[config.mk]
export PLATFORM = sky130hd
export DESIGN_NAME = mac_frame_tx
export DESIGN_NICKNAME = d
export VERILOG_FILES = /design/src/rtl/mac_pkg.sv /design/src/rtl/mac_frame_tx.sv
export SDC_FILE = /design/constraint.sdc
export NUM_CORES = 1
export LEC_CHECK = 0
export BUFFER_PORTS_ARGS = -buffer_cell sky130_fd_sc_hd__buf_4
export CAP_MARGIN = 15
export CORE_ASPECT_RATIO = 1.5
export CORE_MARGIN = 2
export CORE_UTILIZATION = 45
export CTS_BUF_LIST = sky130_fd_sc_hd__clkbuf_16
export DETAILED_ROUTE_END_ITERATION = 6
export PLACE_DENSITY = 0.78
export SKIP_LAST_GASP = 1
export SLEW_MARGIN = 20
export SYNTH_ARGS = -nofsm -noshare
export SYNTH_HDL_FRONTEND = slang
export SYNTH_SLANG_ARGS = --single-unit
[constraint.sdc]
create_clock -name clk -period 1.6 [get_ports clk]
set_input_delay 0.24 -clock clk [delete_from_list [all_inputs] [get_ports clk]]
set_output_delay 0.24 -clock clk [all_outputs]
set_load 0.005 [all_outputs]
[src/rtl/mac_pkg.sv]
// Shared constants for the MAC framing path: FSM state codes, header bytes
// and the record size produced by the upstream record writer.
package mac_pkg;

   localparam logic [7:0] ST_IDLE = 8'h00;
   localparam logic [7:0] ST_HDR0 = 8'h01;
   localparam logic [7:0] ST_HDR1 = 8'h02;
   localparam logic [7:0] ST_SEQN = 8'h03;
   localparam logic [7:0] ST_PLD  = 8'h10;
   localparam logic [7:0] ST_CSUM = 8'h20;
   localparam logic [7:0] ST_LAST = 8'h80;

   localparam logic [7:0] HDR0_BYTE = 8'h55;
   localparam logic [7:0] HDR1_BYTE = 8'hAA;

   localparam int REC_BYTES = 12;

endpackage

[src/rtl/mac_frame_tx.sv]
// Drains NUM_REC records from the record FIFO and emits one framed byte stream
// (header, sequence number, payload, XOR checksum) toward the MAC TX.
module mac_frame_tx
   import mac_pkg::*;
#(
   parameter int NUM_REC = 4,
   parameter int CNT_W   = 12
) (
   input  logic             clk,
   input  logic             rst,
   input  logic             fs,
   output logic             fd,
   output logic [7:0]       so,
   input  logic [CNT_W-1:0] fifoe_rd_count,
   output logic             fifoe_rden,
   input  logic [7:0]       fifoe_rxd,
   output logic             mac_txen,
   output logic [7:0]       mac_txd
);

   localparam int               PLD_LEN    = NUM_REC * REC_BYTES;
   localparam logic [CNT_W-1:0] PLD_LEN_C  = CNT_W'(PLD_LEN);
   localparam logic [CNT_W-1:0] PLD_LAST_C = CNT_W'(PLD_LEN - 1);

   logic [7:0]       state;
   logic [7:0]       seq;
   logic [7:0]       csum;
   logic [CNT_W-1:0] cnt;

   assign fd = (state == ST_LAST);
   assign so = state;

   // The SEQN read primes the one-cycle FIFO latency, so PLD stops issuing
   // reads one byte early to keep the total at exactly PLD_LEN.
   assign fifoe_rden = (state == ST_SEQN) ||
                       ((state == ST_PLD) && (cnt < PLD_LAST_C));

   always_ff @(posedge clk) begin
      if (rst) begin
         state    <= ST_IDLE;
         mac_txen <= 1'b0;
         mac_txd  <= 8'h00;
         seq      <= 8'h00;
         csum     <= 8'h00;
         cnt      <= '0;
      end else begin
         mac_txen <= 1'b0;
         mac_txd  <= 8'h00;
         case (state)
            ST_IDLE: begin
               if (fs && (fifoe_rd_count >= PLD_LEN_C))
                  state <= ST_HDR0;
            end
            ST_HDR0: begin
               mac_txen <= 1'b1;
               mac_txd  <= HDR0_BYTE;
               state    <= ST_HDR1;
            end
            ST_HDR1: begin
               mac_txen <= 1'b1;
               mac_txd  <= HDR1_BYTE;
               state    <= ST_SEQN;
            end
            ST_SEQN: begin
               mac_txen <= 1'b1;
               mac_txd  <= seq;
               csum     <= seq;
               cnt      <= '0;
               state    <= ST_PLD;
            end
            ST_PLD: begin
               mac_txen <= 1'b1;
               mac_txd  <= fifoe_rxd;
               csum     <= csum ^ fifoe_rxd;
               if (cnt == PLD_LAST_C)
                  state <= ST_CSUM;
               else
                  cnt <= cnt + 1'b1;
            end
            ST_CSUM: begin
               mac_txen <= 1'b1;
               mac_txd  <= csum;
               seq      <= seq + 8'h01;
               state    <= ST_LAST;
            end
            ST_LAST: begin
               if (!fs)
                  state <= ST_IDLE;
            end
            default: state <= ST_IDLE;
         endcase
      end
   end

endmodule
==> results_tabular.tex <==
\begin{tabular}{lr}
\hline
Metric & Value \\
\hline
\multicolumn{2}{l}{\textbf{Worst setup path}} \\
Worst reg2reg path endpoint & cnt[4] \\
Type of destination of the critical path & output port \\
Endpoint arrival time on the critical path & 1.54 ns \\
Critical path's largest stage delay & around 0.35 ns \\
Startpoint of the lowest-slack register-to-register path & cnt[1] \\
Slowest library cell on the worst path & dfxtp\_2 \\
Worst endpoint required time & around 1.4 ns \\
Worst Setup Path Type & flip-flop to output port \\
Critical-path maximum fanout & 2 \\
Worst R2R Setup Slack & -0.15 ns \\
Worst R2R Path Depth & 7 \\
Crit path launch type & flip-flop \\
Worst setup endpoint & fifoe\_rden \\
Launching element of the worst setup path & cnt[1] \\
Path length in cells of the critical path & 6 \\
Cells along the critical path & ha\_4 -> and3\_4 -> and4\_4 -> nor2\_4 -> a41o\_1 -> buf\_4 \\
Count of buffer and inverter cells on the critical path & 1 \\
Kind of cell with the highest combined delay on the critical path & simple AND/OR/NAND/NOR gates \\
\multicolumn{2}{l}{\textbf{Detailed routing}} \\
Routed wire length & just under 6000 um \\
Total number of vias & 2263 \\
Antenna-violating nets left & 0 \\
Average wire per cell in the routed design & 15.2 um \\
DR pass1 iterations & 4 \\
Number of vias per cell & 5.76 \\
Number of remaining DRC errors & 0 \\
DRT iter0 DRCs & 178 \\
\multicolumn{2}{l}{\textbf{Clocking}} \\
Clock tree root driver cell & clkbuf\_16 \\
Number of buffers added by the clock tree synthesis step & 5 \\
Clock tree from TritonCTS & done \\
Sinks on the clock net & between 40 and 50 \\
Clock-pin slew on the worst setup and hold paths & approximately 0.050 ns \\
Deepest clock path buffer count & 2 \\
Maximum level of the CTS H-tree & 2 \\
Source-to-sink clock delay at the later pin of the worst-skew pair & 0.28 ns \\
\multicolumn{2}{l}{\textbf{GRT}} \\
Tot GR Track Use & 0.237 \\
Vias in the first global route & between 2000 and 2500 \\
Global-route wire length before repair & 9940 um \\
Initial antenna violation count & 0 \\
Overall overflow remaining after global route & 0 \\
Largest net degree at the start of global routing & 32 \\
\multicolumn{2}{l}{\textbf{STA}} \\
Final worst-path setup slack & -0.177 ns \\
Endpoints failing setup & 8 \\
Share of the clock period used by the worst path after layout & 1.11 \\
Shortest clock period the worst path allows after layout & about 1.8 ns \\
Max Clock Skew & approximately 0.0056 ns \\
Number of pins with negative max-slew slack in the final report & 0 \\
Worst hold slack & between 0.2 and 0.3 ns \\
Highest attainable clock frequency & roughly 560 MHz \\
Unrepaired setup endpoints after global routing & true \\
Hold violation count in the final report & 0 \\
Setup Total Neg Slack & -0.779 ns \\
\multicolumn{2}{l}{\textbf{Synth}} \\
Post-Syn Area per Cell & 8.23 um2 \\
Yosys warning total & 0 \\
Ys flop type & dfxtp\_1 \\
Number of distinct library cells after synthesis & 42 \\
Library cell occupying the most area in the post-synthesis netlist & dfxtp\_1 \\
Post-synthesis instance total & between 200 and 300 \\
Count of flip-flops with a built-in enable after synthesis & 0 \\
Leading cell types by count after synthesis & dfxtp\_1 (42), nand3\_1 (25), nand2\_1 (22) \\
Synth Register Bits & 42 \\
Area fraction of the dominant cell type after synthesis & 0.386 \\
Most area-consuming cells after synthesis & dfxtp\_1 (39\%), nand3\_1 (5.7\%), a31oi\_1 (4.3\%) \\
Register area share after synthesis & 0.386 \\
Cell area after synthesis & 2180 um2 \\
Most repeated cell in the gate-level netlist after synthesis & dfxtp\_1 \\
Share of flip-flops with an asynchronous set or reset & 0 \\
\multicolumn{2}{l}{\textbf{Power and ir drop}} \\
Switching part of the total & 0.298 \\
Clk pwr share & 0.318 \\
Power density normalized to cell area & approximately 1000 nW/um2 \\
Net switching component of the power & 0.883 mW \\
Flop pwr share & 0.387 \\
Cell leakage power & between 1 and 1.5 nW \\
Combinational Power Share & 0.296 \\
Highest ir drop seen on vdd & about 0.51 mV \\
Internal power summed over all cells & between 2 and 2.5 mW \\
\multicolumn{2}{l}{\textbf{Die}} \\
Core Footprint & between 4000 and 5000 um2 \\
Number of placement rows & 31 \\
Number of primary I/O pins & 42 \\
Starting density of the core & 0.461 \\
Die ar. & $\sim$5400 um2 \\
Horizontal extent of the die & about 61 um \\
Vertical die dimension & about 90 um \\
\multicolumn{2}{l}{\textbf{Run status}} \\
Violated checks & setup timing \\
Run status & complete, but fails checks \\
\multicolumn{2}{l}{\textbf{Layout}} \\
Filler Cell Count & 434 \\
Count of placed standard cells in the final layout, fillers left out & approximately 390 \\
Layout area overhead & 35.1\% \\
Proportion of layout cells with a drive suffix above 1 & 0.327 \\
\# diodes & 0 \\
Layout Nets & around 350 \\
\multicolumn{2}{l}{\textbf{Job}} \\
Number of max-cap violations & 0 \\
\multicolumn{2}{l}{\textbf{Placed design}} \\
Number of cells after detailed placement & 382 \\
Last weighted congestion value of the routability-driven placer & 0.876 \\
Dpl hpwl & 4150 um \\
Buffers on Ports & 34 \\
\multicolumn{2}{l}{\textbf{Worst hold path}} \\
HP Start & fs \\
Worst hold path class & primary input to flip-flop \\
\hline
\end{tabular}
## worst register-to-register path, delay by kind of cell, from the launching register on
kind	cells	cell delay, ns
adder cells (fa/ha/maj)	1	0.16
AO/OA/AOI/OAI	1	0.13
buffers and inverters	2	0.30
AND/OR/NAND/NOR	3	0.77
flip-flops	1	0.33
## how the worst min path moves through the flow
stage,to,slack [ns],depth (start not counted)
2_1_floorplan,cnt[2],0.43,2
3_3_place_gp,seq[7],0.47,2
3_5_place_dp,seq[7],0.49,2
4_1_cts,mac_txd[2],0.29,3
5_1_grt,mac_txd[2],0.31,3
6_report,so[7],0.28,3
## kinds of logic after synthesis
| group | count (synthesis) | share of synthesized area |
|---|---|---|
| mux | 2 | 0.00918 |
| compound gates | 58 | 0.166 |
| fa+ha+maj | 2 | 0.0115 |
| xor+xnor | 8 | 0.0321 |
| flops | 42 | 0.386 |
| other cells | 1 | 0.00172 |
| simple gates | 132 | 0.350 |
| buf+inv | 20 | 0.0442 |
## placed cells by master, fill, tap and decap left out, types with 8 or more instances in the layout
| cell type | count |
|---|---|
| or2_2 | 9 |
| nand3b_1 | 9 |
| buf_4 | 67 |
| nand2_1 | 22 |
| xor2_1 | 8 |
| nand3_1 | 25 |
| a31oi_1 | 15 |
| nand4_1 | 9 |
| nor3_1 | 8 |
| dfxtp_1 | 37 |
| a21oi_1 | 14 |
| nor2_1 | 10 |
## flip-flops by register name, summed over array words and instances (netlist names)
| name | cells |
|---|---|
| cnt | 12 |
| csum | 8 |
| mac_txd | 8 |
| mac_txen | 1 |
| seq | 8 |
| so | 5 |
## final cells by class
| type | instances | area [um2] | area share |
|---|---|---|---|
| timing repair buffer | 70 | 546 | 0.185 |
| inverter | 2 | 7.51 | 0.00255 |
| multi-input combinational | 205 | 1330 | 0.450 |
| tap | 66 | 82.6 | 0.0280 |
| clock buffer | 5 | 125 | 0.0425 |
| sequential | 42 | 847 | 0.288 |
| clock inverter | 3 | 12.5 | 0.00425 |
## per-layer routing
metal | share of wire | up-vias | track usage | wire [um]
met3 | 0.037 | 17 | 0.0478 | 221
met1 | 0.37 | 1084 | 0.237 | 2220
met4 | 0.024 | 0 | 0.103 | 145
met2 | 0.57 | 73 | 0.455 | 3380
li1 | - | 1089 | - | -
met5 | 0 | - | 0 | 0
## repair_timing
item                                    in CTS  in global routing
gates resized for setup                      4                 12
hold buffers                                 0                  0
endpoints found under the setup margin       4                 17
cloned                                       0                  0
pin swaps                                    5                  6
buffers inserted                             3                  0
## power groups by stage
stage	Combinational, mW	Sequential, mW	Clock (mW)
2_1_floorplan	0.454	1.17	0
3_3_place_gp	0.806	1.17	0
3_5_place_dp	0.812	1.17	0
4_1_cts	0.829	1.14	0.956
5_1_grt	0.953	1.15	0.996
6_report	0.875	1.15	0.940
## through the flow
stage / area [um2] / utilization / setup WS, ns / total power [mW]
2_1_floorplan: 2230 / - / -0.00712 / 1.62
5_1_grt: 2950 / 0.622 / -0.251 / 3.10
6_report: 2950 / 0.622 / -0.177 / 2.96
3_3_place_gp: 2730 / 0.577 / -0.0234 / 1.97
3_5_place_dp: 2730 / 0.577 / -0.0414 / 1.98
4_1_cts: 2910 / 0.614 / -0.180 / 2.93
Note: power is estimated with default switching activity, not from simulation.
